### config.mk
export PLATFORM = sky130hd
export DESIGN_NAME = codec_init_sequencer
export DESIGN_NICKNAME = d
export VERILOG_FILES = /design/src/rtl/codec_init_sequencer.sv
export SDC_FILE = /design/constraint.sdc
export NUM_CORES = 1
export LEC_CHECK = 0
export CAP_MARGIN = 20
export CORE_AREA = 2 2 81 83
export DETAILED_ROUTE_END_ITERATION = 12
export DIE_AREA = 0 0 83 85
export GPL_ROUTABILITY_DRIVEN = 0
export MAX_ROUTING_LAYER = met4
export PLACE_DENSITY = 0.58
export SKIP_CTS_REPAIR_TIMING = 1
export SYNTH_ARGS = -nofsm -noshare
export SYNTH_HDL_FRONTEND = slang
export SYNTH_SLANG_ARGS = --single-unit
### constraint.sdc
create_clock -name clk -period 5.31 [get_ports clk]
set_clock_uncertainty 0.15 [all_clocks]
set_input_delay 1.062 -clock clk [delete_from_list [all_inputs] [get_ports clk]]
set_output_delay 1.062 -clock clk [all_outputs]
set_load 0.1 [all_outputs]
### src/rtl/codec_init_sequencer.sv
// codec_init_sequencer
// Walks a fixed 8-entry codec register table at start-up, issuing one I2C
// write per entry through I2cInterface, retrying failed or timed-out
// transfers, and reporting done/fail to the audio datapath.
//
// Handshake with I2cInterface: i2c_write is a one-cycle request pulse while
// sub_addr/wr_data are stable; the interface acknowledges by dropping
// i2c_ready, and the transfer ends when i2c_ready rises again, with
// i2c_error qualifying the outcome in that same cycle.
module codec_init_sequencer #(
    parameter int START_DELAY  = 1000,
    parameter int GAP_DELAY    = 16,
    parameter int MAX_RETRY    = 3,
    parameter int BUSY_TIMEOUT = 8
) (
    input  logic       clk,
    input  logic       reset,
    input  logic       start,
    input  logic       i2c_ready,
    input  logic       i2c_error,
    output logic [7:0] sub_addr,
    output logic [7:0] wr_data,
    output logic       i2c_write,
    output logic       busy,
    output logic       done,
    output logic       fail,
    output logic [2:0] reg_index
);

    // One shared down-counter serves the power-up wait, the inter-transfer
    // gap and the busy timeout; it is sized for the largest of the three.
    function automatic int max3(input int a, input int b, input int c);
        int m;
        m = a;
        if (b > m) m = b;
        if (c > m) m = c;
        return m;
    endfunction

    localparam int CNT_MAX = max3(START_DELAY, GAP_DELAY, BUSY_TIMEOUT);
    localparam int CW      = ($clog2(CNT_MAX + 1) > 0) ? $clog2(CNT_MAX + 1) : 1;
    localparam int RW      = ($clog2(MAX_RETRY + 1) > 0) ? $clog2(MAX_RETRY + 1) : 1;

    localparam logic [CW-1:0] CNT_START = CW'(START_DELAY);
    localparam logic [CW-1:0] CNT_GAP   = CW'(GAP_DELAY);
    localparam logic [CW-1:0] CNT_BUSY  = CW'(BUSY_TIMEOUT);
    localparam logic [CW-1:0] CNT_ONE   = CW'(1);
    localparam logic [RW-1:0] RETRY_LIM = RW'(MAX_RETRY);
    localparam logic [RW-1:0] RETRY_ONE = RW'(1);

    // Codec configuration table: {sub_addr, wr_data} per entry.
    function automatic logic [15:0] table_entry(input logic [2:0] idx);
        logic [15:0] word;
        case (idx)
            3'd0:    word = 16'h1E00;  // reset codec
            3'd1:    word = 16'h0C00;  // power down control: all on
            3'd2:    word = 16'h0E02;  // digital audio format: I2S
            3'd3:    word = 16'h1000;  // sampling control
            3'd4:    word = 16'h0812;  // analogue path: DAC select, line in
            3'd5:    word = 16'h0A00;  // digital path: no de-emphasis, unmute
            3'd6:    word = 16'h0017;  // left line in volume
            default: word = 16'h1201;  // activate digital interface
        endcase
        return word;
    endfunction

    typedef enum logic [3:0] {
        S_IDLE,
        S_PWRUP,
        S_ISSUE,
        S_WAIT_BUSY,
        S_WAIT_DONE,
        S_OK,
        S_ERR,
        S_GAP,
        S_DONE,
        S_FAIL
    } state_t;

    state_t        state;
    state_t        state_next;
    logic [CW-1:0] cnt;
    logic [CW-1:0] cnt_next;
    logic [RW-1:0] retry;
    logic [RW-1:0] retry_next;
    logic [2:0]    idx_next;
    logic          load_entry;

    // State register.
    always_ff @(posedge clk or posedge reset) begin
        if (reset) begin
            state <= S_IDLE;
        end else begin
            state <= state_next;
        end
    end

    // Next-state, counter/index updates and status outputs decoded from state.
    always_comb begin
        state_next = state;
        cnt_next   = cnt;
        retry_next = retry;
        idx_next   = reg_index;
        load_entry = 1'b0;
        i2c_write  = 1'b0;
        busy       = 1'b0;
        done       = 1'b0;
        fail       = 1'b0;

        case (state)
            S_IDLE, S_DONE, S_FAIL: begin
                done = (state == S_DONE);
                fail = (state == S_FAIL);
                if (start) begin
                    state_next = S_PWRUP;
                    cnt_next   = CNT_START;
                    idx_next   = 3'd0;
                    retry_next = '0;
                end
            end

            // Counter loaded with START_DELAY and run down to zero, so the
            // first pulse lands START_DELAY+1 cycles after busy rises.
            S_PWRUP: begin
                busy = 1'b1;
                if (cnt == '0) begin
                    state_next = S_ISSUE;
                    load_entry = 1'b1;
                end else begin
                    cnt_next = cnt - CNT_ONE;
                end
            end

            S_ISSUE: begin
                busy       = 1'b1;
                i2c_write  = 1'b1;
                cnt_next   = CNT_BUSY;
                state_next = S_WAIT_BUSY;
            end

            // The interface must acknowledge by dropping ready; a ready that
            // stays high for BUSY_TIMEOUT cycles counts as a failed transfer.
            S_WAIT_BUSY: begin
                busy = 1'b1;
                if (!i2c_ready) begin
                    state_next = S_WAIT_DONE;
                end else if (cnt <= CNT_ONE) begin
                    state_next = S_ERR;
                end else begin
                    cnt_next = cnt - CNT_ONE;
                end
            end

            S_WAIT_DONE: begin
                busy = 1'b1;
                if (i2c_ready) begin
                    state_next = i2c_error ? S_ERR : S_OK;
                end
            end

            S_OK: begin
                busy       = 1'b1;
                retry_next = '0;
                if (reg_index == 3'd7) begin
                    state_next = S_DONE;
                end else begin
                    idx_next   = reg_index + 3'd1;
                    cnt_next   = CNT_GAP;
                    state_next = S_GAP;
                end
            end

            S_ERR: begin
                busy = 1'b1;
                if (retry < RETRY_LIM) begin
                    retry_next = retry + RETRY_ONE;
                    cnt_next   = CNT_GAP;
                    state_next = S_GAP;
                end else begin
                    state_next = S_FAIL;
                end
            end

            // Exactly GAP_DELAY idle cycles (at least one) before the next pulse.
            S_GAP: begin
                busy = 1'b1;
                if (cnt <= CNT_ONE) begin
                    state_next = S_ISSUE;
                    load_entry = 1'b1;
                end else begin
                    cnt_next = cnt - CNT_ONE;
                end
            end

            default: begin
                state_next = S_IDLE;
            end
        endcase
    end

    // Datapath registers: counters, entry index and the registered bus word,
    // which is loaded on entry to ISSUE and held until the next load.
    always_ff @(posedge clk or posedge reset) begin
        if (reset) begin
            cnt       <= '0;
            retry     <= '0;
            reg_index <= 3'd0;
            sub_addr  <= 8'h00;
            wr_data   <= 8'h00;
        end else begin
            cnt       <= cnt_next;
            retry     <= retry_next;
            reg_index <= idx_next;
            if (load_entry) begin
                {sub_addr, wr_data} <= table_entry(reg_index);
            end
        end
    end

endmodule
==> impl_metrics.yaml <==
yosys:
  yosysMostFrequentCell: "dfrtp_1"
  synthArstFlopShare: 1.00
  yosysWarnings: 0
  yosys.area.top_type_share: 0.364
  yosysUniqueCellTypes: 45
  avgSynthCellArea_um2: 8.96
  synth-edff-count: 0
  ys_ff_latch: 27
  synth_area_um2: 1860
  synthTopCellsByCount: "27 x dfrtp_1, 16 x a21oi_1, 16 x inv_1"
  syn_inst: 207
  synthFlopType: "dfrtp_1"
  yosysSeqAreaShare: 0.364
  synth_area_leaders: "dfrtp_1 36%, ha_1 7.4%, a21oi_1 4.3%"
  synth_top_area_cell: "dfrtp_1"
sta:
  fin_crit_sh: 0.710
  drv_slew: 0
  finalCriticalPeriod_ps: 3770
  whs_ps: 351
  relSlewSlack: 0.346
  fin_ws_ps: 1540
  hold_viol: 0
  max_freq_mhz: 265
  tns_ps: 0
  worstMarginPinSlew_ps: 977
  final-setup-viol-count: 0
  rsz0062_at_grt: "false"
detailed_routing:
  first_pass_iters: 4
  dr.first_iter.drc_count: 53
  drt-total-wl_um: 3950
  viasPerCell: 5.04
  post_drt_wl_per_cell_um: 13.1
  antenna_left: 0
  drcViolationCount: 0
  vias: 1518
setup_path:
  worstSetupPathType: "reg2out"
  end_kind: "output port"
  worst_setup_path_start_kind: "register"
  max_stage_delay_ps: 1190
  reg2reg_from: "reg_index[0]"
  crit_chain: "nand2b_1 -> nor3_1 -> clkdlybuf4s50_1"
  slowest_stage: "clkdlybuf4s50_1"
  arrival_ps: 2560
  cp.required_ps: 4100
  reg2reg_slack_ps: 2970
  startpoint: "state[1]"
  ff2ff_path_depth: 7
  cp-endpoint: "i2c_write"
  rr_endpoint: "cnt[1]"
  crit_fanout: 20
run:
  drv_cap: 0
layout:
  antenna_cells: 0
  fin_cells: 301
  drive_gt1_frac: 0.0893
  area_delta_synth_final_pct: 15.0
  layout.nets: 241
place:
  io_buffers: 19
  pre_cts_slack_ps: 1860
  hpwl_um: 2880
  place_inst: 297
die:
  core_um2: 6200
  rows: 29
  ios: 28
  die_area_um2: 7060
  fp.dieH_um: 85
  initial_core_util: 0.299
  die_width_um: 83
global_routing:
  antenna_found_initial: 0
  grt_overflow_total: 0
  grt_pass1_vias: 1450
  grt_pass1_wl_um: 6820
  grt_max_degree: 28
  grtUsageTotal: 0.119
cts:
  insertion_delay_ps: 280
  cts_tree: "yes"
  clock-root-buffer: "clkbuf_8"
  cts.clk_slew.worst_paths_ps: 100
  numCtsBuffers: 3
  numClockSinks: 27
  htreeDepth: 1
  clock_path_buffers: 2
run_status:
  run_status: "finished, final reports clean"
hold_path:
  hp-class: "reg2reg"
  min-delay-start: "wr_data[0]"
[metal layers]
layer / up-vias / routed length (um) / global-route usage
met5: - / 0 / -
met2: 32 / 1880 / 0.200
met1: 732 / 1880 / 0.149
met3: 2 / 161 / 0.0272
met4: 0 / 27 / 0.0224
li1: 752 / - / -
[flip-flops by register name, indices dropped and copies added, names as in the netlist]
register / count
state: 4
retry: 2
reg_index: 3
cnt: 10
sub_addr: 4
wr_data: 4
[layout by cell type (no fill, tap or decap), drive strengths merged, types with 7 or more instances in the layout]
cell / n
clkdlybuf4s50: 19
nand2: 10
nor3: 14
inv: 16
a21oi: 16
mux2: 10
dfrtp: 27
o21ai: 18
nand2b: 7
conb: 8
ha: 11
nor2: 16
[stage by stage]
stage          cell area (um2)   util
6_report                  2130  0.344
5_1_grt                   2130  0.344
3_3_place_gp              2080  0.336
3_5_place_dp              2080  0.336
2_1_floorplan             1880      -
4_1_cts                   2130  0.344
[worst min-delay path by stage]
| stage | depth (start not counted) | slack [ps] | end |
|---|---|---|---|
| after detailed placement | 1 | 330 | wr_data[0] |
| after global routing | 1 | 390 | wr_data[0] |
| after CTS | 1 | 360 | wr_data[0] |
| final | 1 | 350 | wr_data[0] |
| after floorplan | 1 | 330 | retry[1] |
| after global placement | 1 | 320 | wr_data[0] |
[cell type report]
class	instances	area, um2
clock buffers	3	41.3
repair buffers	20	198
clock inverters	1	7.51
well taps	77	96.3
flip-flops and latches	27	676
inverters	16	60.1
multi-input cells	157	1050
fillers	643	4070
[kinds of logic after synthesis]
family                     count (synthesis)  synth area share
DFF                                       27             0.364
other                                      1           0.00202
adders and majority gates                 11            0.0742
AOI/OAI and AO/OA                         56             0.186
buffers and inverters                     30            0.0816
and+or+nand+nor                           66             0.200
muxes                                     15            0.0877
xor gates and xnor gates                   1           0.00472
[worst max-delay path, delay by kind of cell, from the launching register on]
family | cells | cell delay, ps
and+or+nand+nor | 2 | 400
buffers and inverters | 1 | 1190
DFF | 1 | 690
Power is not shown: default switching activity piles up to over one toggle a cycle in this logic, so the estimate is an artifact.
